<file path="src/rtl/render_pkg.sv">
// Shared rendering types and constants for the hit/shade/write stage.
//   rgb444_t       : 12-bit colour, 4 bits per channel {R,G,B}
//   MISS_BLOCK     : block index reported by intersection on a miss
//   NUM_BLOCKS     : number of real blocks (palette entries)
//   BG_COLOUR      : colour used for misses, negative distances, bad floats
//   PALETTE        : per-block base colour
//   palette_lookup : block index -> colour, indices >= NUM_BLOCKS give BG_COLOUR
package render_pkg;

  typedef logic [11:0] rgb444_t;

  localparam logic [3:0] MISS_BLOCK = 4'd15;
  localparam int unsigned NUM_BLOCKS = 12;
  localparam rgb444_t BG_COLOUR = 12'h000;

  localparam rgb444_t PALETTE [NUM_BLOCKS] = '{
    12'hF00, 12'h0F0, 12'h00F, 12'hFF0,
    12'h0FF, 12'hF0F, 12'hFFF, 12'h888,
    12'hF80, 12'h8F0, 12'h08F, 12'h444
  };

  function automatic rgb444_t palette_lookup(input logic [3:0] blk);
    if (blk < 4'(NUM_BLOCKS)) return PALETTE[blk];
    else return BG_COLOUR;
  endfunction

endpackage

</file>
<file path="src/rtl/result_fifo.sv">
// First-word-fall-through result FIFO with registered storage.
//   clk, rst : clock, asynchronous active-high reset
//   push/din : write request and data; ignored when full unless a pop
//              happens in the same cycle
//   pop      : read request; ignored when empty
//   dout     : head entry, forced to zero while empty
//   full     : DEPTH entries held
//   empty    : no entries held
module result_fifo #(
  parameter int unsigned WIDTH = 29,
  parameter int unsigned DEPTH = 16
) (
  input  logic             clk,
  input  logic             rst,
  input  logic             push,
  input  logic [WIDTH-1:0] din,
  input  logic             pop,
  output logic [WIDTH-1:0] dout,
  output logic             full,
  output logic             empty
);

  localparam int unsigned AW = $clog2(DEPTH);

  logic [WIDTH-1:0] mem [DEPTH];
  logic [AW-1:0]    wr_ptr;
  logic [AW-1:0]    rd_ptr;
  logic [AW:0]      count;
  logic             do_push;
  logic             do_pop;

  assign empty   = (count == '0);
  assign full    = (count == (AW+1)'(DEPTH));
  assign do_pop  = pop && !empty;
  assign do_push = push && (!full || do_pop);

  // Storage is not reset; the zero-gate on dout keeps the output defined.
  assign dout = empty ? '0 : mem[rd_ptr];

  always_ff @(posedge clk) begin
    if (do_push) mem[wr_ptr] <= din;
  end

  always_ff @(posedge clk or posedge rst) begin
    if (rst) begin
      wr_ptr <= '0;
      rd_ptr <= '0;
      count  <= '0;
    end else begin
      if (do_push) wr_ptr <= wr_ptr + (AW)'(1);
      if (do_pop)  rd_ptr <= rd_ptr + (AW)'(1);
      case ({do_push, do_pop})
        2'b10:   count <= count + (AW+1)'(1);
        2'b01:   count <= count - (AW+1)'(1);
        default: count <= count;
      endcase
    end
  end

endmodule

</file>
<file path="src/rtl/hit_shade_writer.sv">
// Colours per-pixel intersection results and writes them to the frame buffer.
// Build option: define DEPTH_SHADE_EN to darken colours by hit distance.
//   clk_in, rst_in : clock, asynchronous active-high reset
//   x_in, y_in     : pixel coordinates
//   best_block_in  : hit block index (>= 12 is a miss)
//   best_t_in      : IEEE-754 single hit distance
//   valid_in       : qualifies the inputs for one cycle
//   fb_ready       : frame buffer accepts the write this cycle
//   fb_addr/fb_data/fb_we : frame-buffer write port (y*H_RES+x, RGB444)
//   frame_done     : one-cycle pulse after the last pixel is accepted
//   overflow       : sticky, a result was dropped on a full FIFO
module hit_shade_writer
  import render_pkg::*;
#(
  parameter int unsigned H_RES      = 320,
  parameter int unsigned V_RES      = 240,
  parameter int unsigned FIFO_DEPTH = 16,
  parameter int          SHADE_BIAS = 0
) (
  input  logic        clk_in,
  input  logic        rst_in,
  input  logic [10:0] x_in,
  input  logic [9:0]  y_in,
  input  logic [3:0]  best_block_in,
  input  logic [31:0] best_t_in,
  input  logic        valid_in,
  input  logic        fb_ready,
  output logic [16:0] fb_addr,
  output logic [11:0] fb_data,
  output logic        fb_we,
  output logic        frame_done,
  output logic        overflow
);

  localparam logic [16:0] LAST_ADDR = 17'(H_RES * V_RES - 1);

  // S1: range filter and palette lookup
  logic        s1_valid;
  logic [10:0] s1_x;
  logic [9:0]  s1_y;
  rgb444_t     s1_colour;
  logic        s1_miss;
  logic        s1_neg;
  logic [7:0]  s1_exp;

  // S2: shading and address
  logic        s2_valid;
  logic [16:0] s2_addr;
  rgb444_t     s2_colour;

  logic [1:0]  shift;
  logic        bg;
  rgb444_t     shaded;
  logic [16:0] addr;
  logic        in_range;

  logic        fifo_full;
  logic        fifo_empty;
  logic        accept;

  logic unused_bits;
  assign unused_bits = &{1'b0, best_t_in[22:0]};

  assign in_range = (x_in < 11'(H_RES)) && (y_in < 10'(V_RES));

  always_ff @(posedge clk_in or posedge rst_in) begin
    if (rst_in) begin
      s1_valid  <= 1'b0;
      s1_x      <= '0;
      s1_y      <= '0;
      s1_colour <= BG_COLOUR;
      s1_miss   <= 1'b0;
      s1_neg    <= 1'b0;
      s1_exp    <= '0;
    end else begin
      s1_valid <= valid_in && in_range;
      if (valid_in) begin
        s1_x      <= x_in;
        s1_y      <= y_in;
        s1_colour <= palette_lookup(best_block_in);
        s1_miss   <= (best_block_in >= 4'(NUM_BLOCKS));
        s1_neg    <= best_t_in[31];
        s1_exp    <= best_t_in[30:23];
      end
    end
  end

`ifdef DEPTH_SHADE_EN
  logic signed [9:0] exp_d;

  always_comb begin
    exp_d = $signed({2'b00, s1_exp}) - 10'sd127 - $signed(10'(SHADE_BIAS));
    shift = 2'd0;
    if (exp_d > 10'sd3)       shift = 2'd3;
    else if (exp_d > 10'sd0)  shift = exp_d[1:0];
    bg = s1_neg || (s1_exp == 8'hFF) || s1_miss;
  end
`else
  logic unused_exp;
  assign unused_exp = &{1'b0, s1_exp};

  always_comb begin
    shift = 2'd0;
    bg    = s1_neg || s1_miss;
  end
`endif

  always_comb begin
    shaded = {s1_colour[11:8] >> shift, s1_colour[7:4] >> shift,
              s1_colour[3:0] >> shift};
    if (bg) shaded = BG_COLOUR;
    addr = {7'd0, s1_y} * 17'(H_RES) + {6'd0, s1_x};
  end

  always_ff @(posedge clk_in or posedge rst_in) begin
    if (rst_in) begin
      s2_valid  <= 1'b0;
      s2_addr   <= '0;
      s2_colour <= BG_COLOUR;
    end else begin
      s2_valid <= s1_valid;
      if (s1_valid) begin
        s2_addr   <= addr;
        s2_colour <= shaded;
      end
    end
  end

  result_fifo #(
    .WIDTH(29),
    .DEPTH(FIFO_DEPTH)
  ) u_fifo (
    .clk   (clk_in),
    .rst   (rst_in),
    .push  (s2_valid),
    .din   ({s2_addr, s2_colour}),
    .pop   (accept),
    .dout  ({fb_addr, fb_data}),
    .full  (fifo_full),
    .empty (fifo_empty)
  );

  assign fb_we  = !fifo_empty;
  assign accept = fb_we && fb_ready;

  always_ff @(posedge clk_in or posedge rst_in) begin
    if (rst_in) begin
      frame_done <= 1'b0;
      overflow   <= 1'b0;
    end else begin
      frame_done <= accept && (fb_addr == LAST_ADDR);
      if (s2_valid && fifo_full && !accept) overflow <= 1'b1;
    end
  end

endmodule

</file>
<file path="config.mk">
export PLATFORM = sky130hd
export DESIGN_NAME = hit_shade_writer
export DESIGN_NICKNAME = d
export VERILOG_FILES = /design/src/rtl/render_pkg.sv /design/src/rtl/result_fifo.sv /design/src/rtl/hit_shade_writer.sv
export SDC_FILE = /design/constraint.sdc
export NUM_CORES = 1
export LEC_CHECK = 0
export BUFFER_PORTS_ARGS = -buffer_cell sky130_fd_sc_hd__buf_2
export CAP_MARGIN = 25
export CORE_ASPECT_RATIO = 0.75
export CORE_MARGIN = 1.5
export CORE_UTILIZATION = 40
export CTS_BUF_LIST = sky130_fd_sc_hd__clkbuf_16
export DETAILED_ROUTE_END_ITERATION = 6
export PLACE_DENSITY_LB_ADDON = 0.3
export RECOVER_POWER = 100
export SETUP_SLACK_MARGIN = 0.4
export SYNTH_ARGS = -nofsm -noshare
export SYNTH_HDL_FRONTEND = slang
export SYNTH_SLANG_ARGS = --single-unit
export TNS_END_PERCENT = 5
</file>
<file path="constraint.sdc">
create_clock -name clk_in -period 3.04 [get_ports clk_in]
set_input_delay 0.76 -clock clk_in [delete_from_list [all_inputs] [get_ports clk_in]]
set_output_delay 0.76 -clock clk_in [all_outputs]
set_load 0.01 [all_outputs]
</file>
==> results.py <==
metrics = {
    "route": {
        "post_drt_wl_per_cell_um": 24.55,
        "drc": 0,
        "dr.first_iter.drc_count": 926,
        "viasPerCell": 5.443,
        "first_pass_iters": 5,
        "drt-total-wl_um": 45080,
        "vias": 9993,
        "ant_nets": 0,
    },
    "critical_path": {
        "worst_setup_path_start_kind": "flop",
        "required_ps": 2280,
        "crit_buf_inv": 3,
        "crit_chain": "buf_8 -> buf_16 -> mux4_2 -> mux4_2 -> nor2b_1 -> buf_2",
        "rrSetupSlack_ps": 20,
        "cp_data_arrival_time_ps": 2720,
        "max_stage_delay_ps": 540,
        "worstSetupPathType": "reg -> out",
        "path_common_cell": "mux4_2",
        "worst_setup_path_end_kind": "primary output",
        "critPathTopFamily": "multiplexers",
        "reg2reg_depth": 12,
        "worstReg2RegEnd": "s2_addr[16]",
        "crit_fanout": 7,
        "timing.rr.start": "s1_y[1]",
        "cp_slowest_cell": "mux4_2",
    },
    "clocking": {
        "cts_buffer_depth": 3,
        "cts_tree": "yes",
        "htreeDepth": 2,
        "hold_buffers": 0,
        "clk_latency_ps": 570,
        "clk_pin_slew_ps": 60,
        "cts_sinks": 491,
        "root_buffer": "clkbuf_16",
        "cts_buffers": 47,
    },
    "layout": {
        "nets": 1247,
        "instances_no_fill": 1836,
        "layout_common_cells": "416 x edfxtp_1, 126 x mux4_2, 71 x dfrtp_1",
        "drive_gt1_frac": 0.3266,
        "regArea_um2": 14380,
        "nFillCells": 4040,
        "fin_area_um2": 23380,
        "area_delta_synth_final_pct": 17.58,
        "multi_input_area_um2": 5321,
        "final_common_cell": "edfxtp_1",
        "post-route-util": 0.4776,
        "diodes": 0,
    },
    "pwr": {
        "finalPower_mw": 21.02,
        "switching_power_mw": 6.048,
        "internal-power_mw": 14.97,
        "power.density_nw_per_um2": 898.9,
        "pwr-share-seq": 0.411,
        "clkPwrFrac": 0.268,
        "ir_drop_mv": 0.4246,
        "netSwitchingFraction": 0.2877,
        "leakage_nw": 8.172,
        "pwr-share-comb": 0.321,
    },
    "floorplanning": {
        "dieArea_um2": 51080,
        "die_w_um": 260.5,
        "pin_count": 93,
        "fp-row-count": 70,
        "core_um2": 48960,
        "initial_core_util": 0.4062,
        "die_h_um": 196.1,
    },
    "synth": {
        "avgSynthCellArea_um2": 19.91,
        "netlist_instances": 999,
        "yosys_most_used_dff": "edfxtp_1",
        "ys_seq_elements": 491,
        "synth_area_um2": 19890,
        "syn_nets": 1097,
        "yosys_warnings": 0,
        "synth_cell_types": 53,
        "async_reset_ff_frac": 0.1527,
        "yosysSeqAreaShare": 0.7224,
        "synth_edf_count": 416,
    },
    "place": {
        "place_congestion": 0.7670,
        "placed_area_um2": 21630,
        "placed_cells": 1728,
        "place_hpwl_um": 26060,
        "portBuffers": 61,
    },
    "global_routing": {
        "grt_pass1_wl_um": 66870,
        "antenna_found_initial": 0,
        "grt_max_degree": 32,
        "grt_pass1_vias": 10380,
        "globalRouteOverflowTotal": 0,
        "grt_usage": 0.1785,
    },
    "sta": {
        "finalCritPeriodShare": 1.146,
        "rsz0062_at_grt": "true",
        "hold_viol_final": 0,
        "fin_setup_tns_ps": -11210,
        "fmax_mhz": 287.1,
        "finalSetupViolCount": 29,
        "worst_slack_ps": -442.6,
        "fin_crit_ps": 3483,
        "worst_clock_skew_ps": 17.88,
        "slew_viol_final": 86,
        "relSlewSlack": -0.3173,
        "tightest_slew_ps": 1976,
    },
    "job": {
        "maxCapViolCount": 3,
    },
    "hold_path": {
        "min_path_cells": 2,
        "min-delay-start": "x_in[5]",
        "min_path_type": "in -> reg",
        "whs_endpoint": "s1_x[5]",
    },
    "outcome": {
        "violations": "max-capacitance violations, max-slew violations, negative setup slack",
        "status": "finished with violations",
    },
}
-- state kept, by name (all words and copies together), names as in the netlist --
signal	flops
overflow	1
frame_done	1
u_fifo.count	5
s2_addr	17
s1_neg	1
s1_colour	9
s2_valid	1
s2_colour	9
s1_x	11
s1_valid	1
u_fifo.rd_ptr	4
u_fifo.mem	416
s1_miss	1
s1_y	10
u_fifo.wr_ptr	4
-- area by class of cell --
class,instances,area share
clock inverter,40,0.01231
inverter,29,0.004708
multi-input combinational,430,0.2276
clock buffer,48,0.05136
tap,648,0.03467
sequential,491,0.6149
timing repair buffer,150,0.05452
-- power by group through the flow --
stage	logic, mW	clock network (mW)	registers (mW)
after global routing	7.24	6.02	8.73
after global placement	5.90	0	8.74
final	6.74	5.63	8.65
after detailed placement	5.93	0	8.79
after CTS	6.54	5.76	8.66
after floorplan	4.33	0	8.44
-- routing by layer --
layer,global-route usage,up-vias,wire length [um]
met2,0.2808,267,21030
li1,-,4333,-
met4,0.04153,0,954
met3,0.02817,70,2528
met5,0,-,0
met1,0.2624,5323,20560
-- logic make-up after synthesis --
kind of cell / Yosys count / synth area share
AO/OA/AOI/OAI: 83 / 0.02837
XOR/XNOR: 21 / 0.009248
adder cells (fa/ha/maj): 37 / 0.02441
buffers and inverters: 78 / 0.01755
flip-flops: 491 / 0.7224
multiplexers: 160 / 0.1618
AND/OR/NAND/NOR: 129 / 0.03617
-- worst max-delay path by stage --
stage                                start     endpoint  slack, ps  cells after the start
after global routing      u_fifo.rd_ptr[0]   fb_addr[7]       -490                      6
after global placement             s1_y[1]  s2_addr[16]         20                     12
after detailed placement           s1_y[3]  s2_addr[16]        -30                     12
after CTS                 u_fifo.rd_ptr[0]   fb_addr[2]       -470                      7
final                     u_fifo.rd_ptr[0]   fb_addr[7]       -440                      6
after floorplan           u_fifo.rd_ptr[0]   fb_data[1]        130                      8
-- synthesized netlist by cell type (all sizes together), types with 2 or more instances --
master / instances / area, um2
nand4: 5 / 31.28
a22o: 13 / 113.9
xor2: 6 / 52.55
mux4: 126 / 2838
o21ai: 18 / 90.08
buf: 27 / 157.6
a2111oi: 2 / 17.52
nand3b: 2 / 15.01
clkbuf: 22 / 82.58
nand2: 17 / 63.81
nor4: 4 / 31.28
o21a: 4 / 30.03
nor3: 3 / 15.01
xnor2: 15 / 131.4
a21oi: 19 / 95.09
or4: 2 / 15.01
nor2b: 32 / 200.2
ha: 34 / 425.4
nor2: 28 / 105.1
fa: 3 / 60.06
a221oi: 4 / 35.03
nand2b: 2 / 12.51
edfxtp: 416 / 12490
a21o: 7 / 52.55
nand4b: 2 / 17.52
dfrtp: 75 / 1877
nor3b: 3 / 22.52
nand3: 2 / 10.01
mux2i: 2 / 20.02
mux2: 32 / 360.4
a211oi: 5 / 37.54
or2: 2 / 12.51
o2111ai: 3 / 26.28
and4: 2 / 17.52
and2: 18 / 112.6
and3: 2 / 12.51
inv: 29 / 108.9
-- worst reg2reg max path, cell delays in order (launching register included) --
cell and delay [ps]:
dfrtp_1 410, ha_1 300, ha_1 180, inv_2 50, fa_1 510, inv_2 50, ha_4 280, o21a_1 110
o31a_1 160, o2111ai_2 160, nor4_4 260, mux2_2 380, o2111ai_1 80
-- metrics by stage --
stage          hold WS [ps]  setup WS (ps)
3_3_place_gp          461.5          23.68
3_5_place_dp          462.1         -27.18
6_report              430.1         -442.6
5_1_grt               422.7         -488.5
4_1_cts               267.3         -467.1
2_1_floorplan         351.9          126.4
-- timing repair --
action / 4_1_cts / 5_1_grt
pin swaps: 22 / 6
resized for setup: 42 / 24
cloned: 2 / 4
setup buffers: 13 / 0
setup endpoints to repair: 38 / 38
Power figures use the tool's default switching activity.
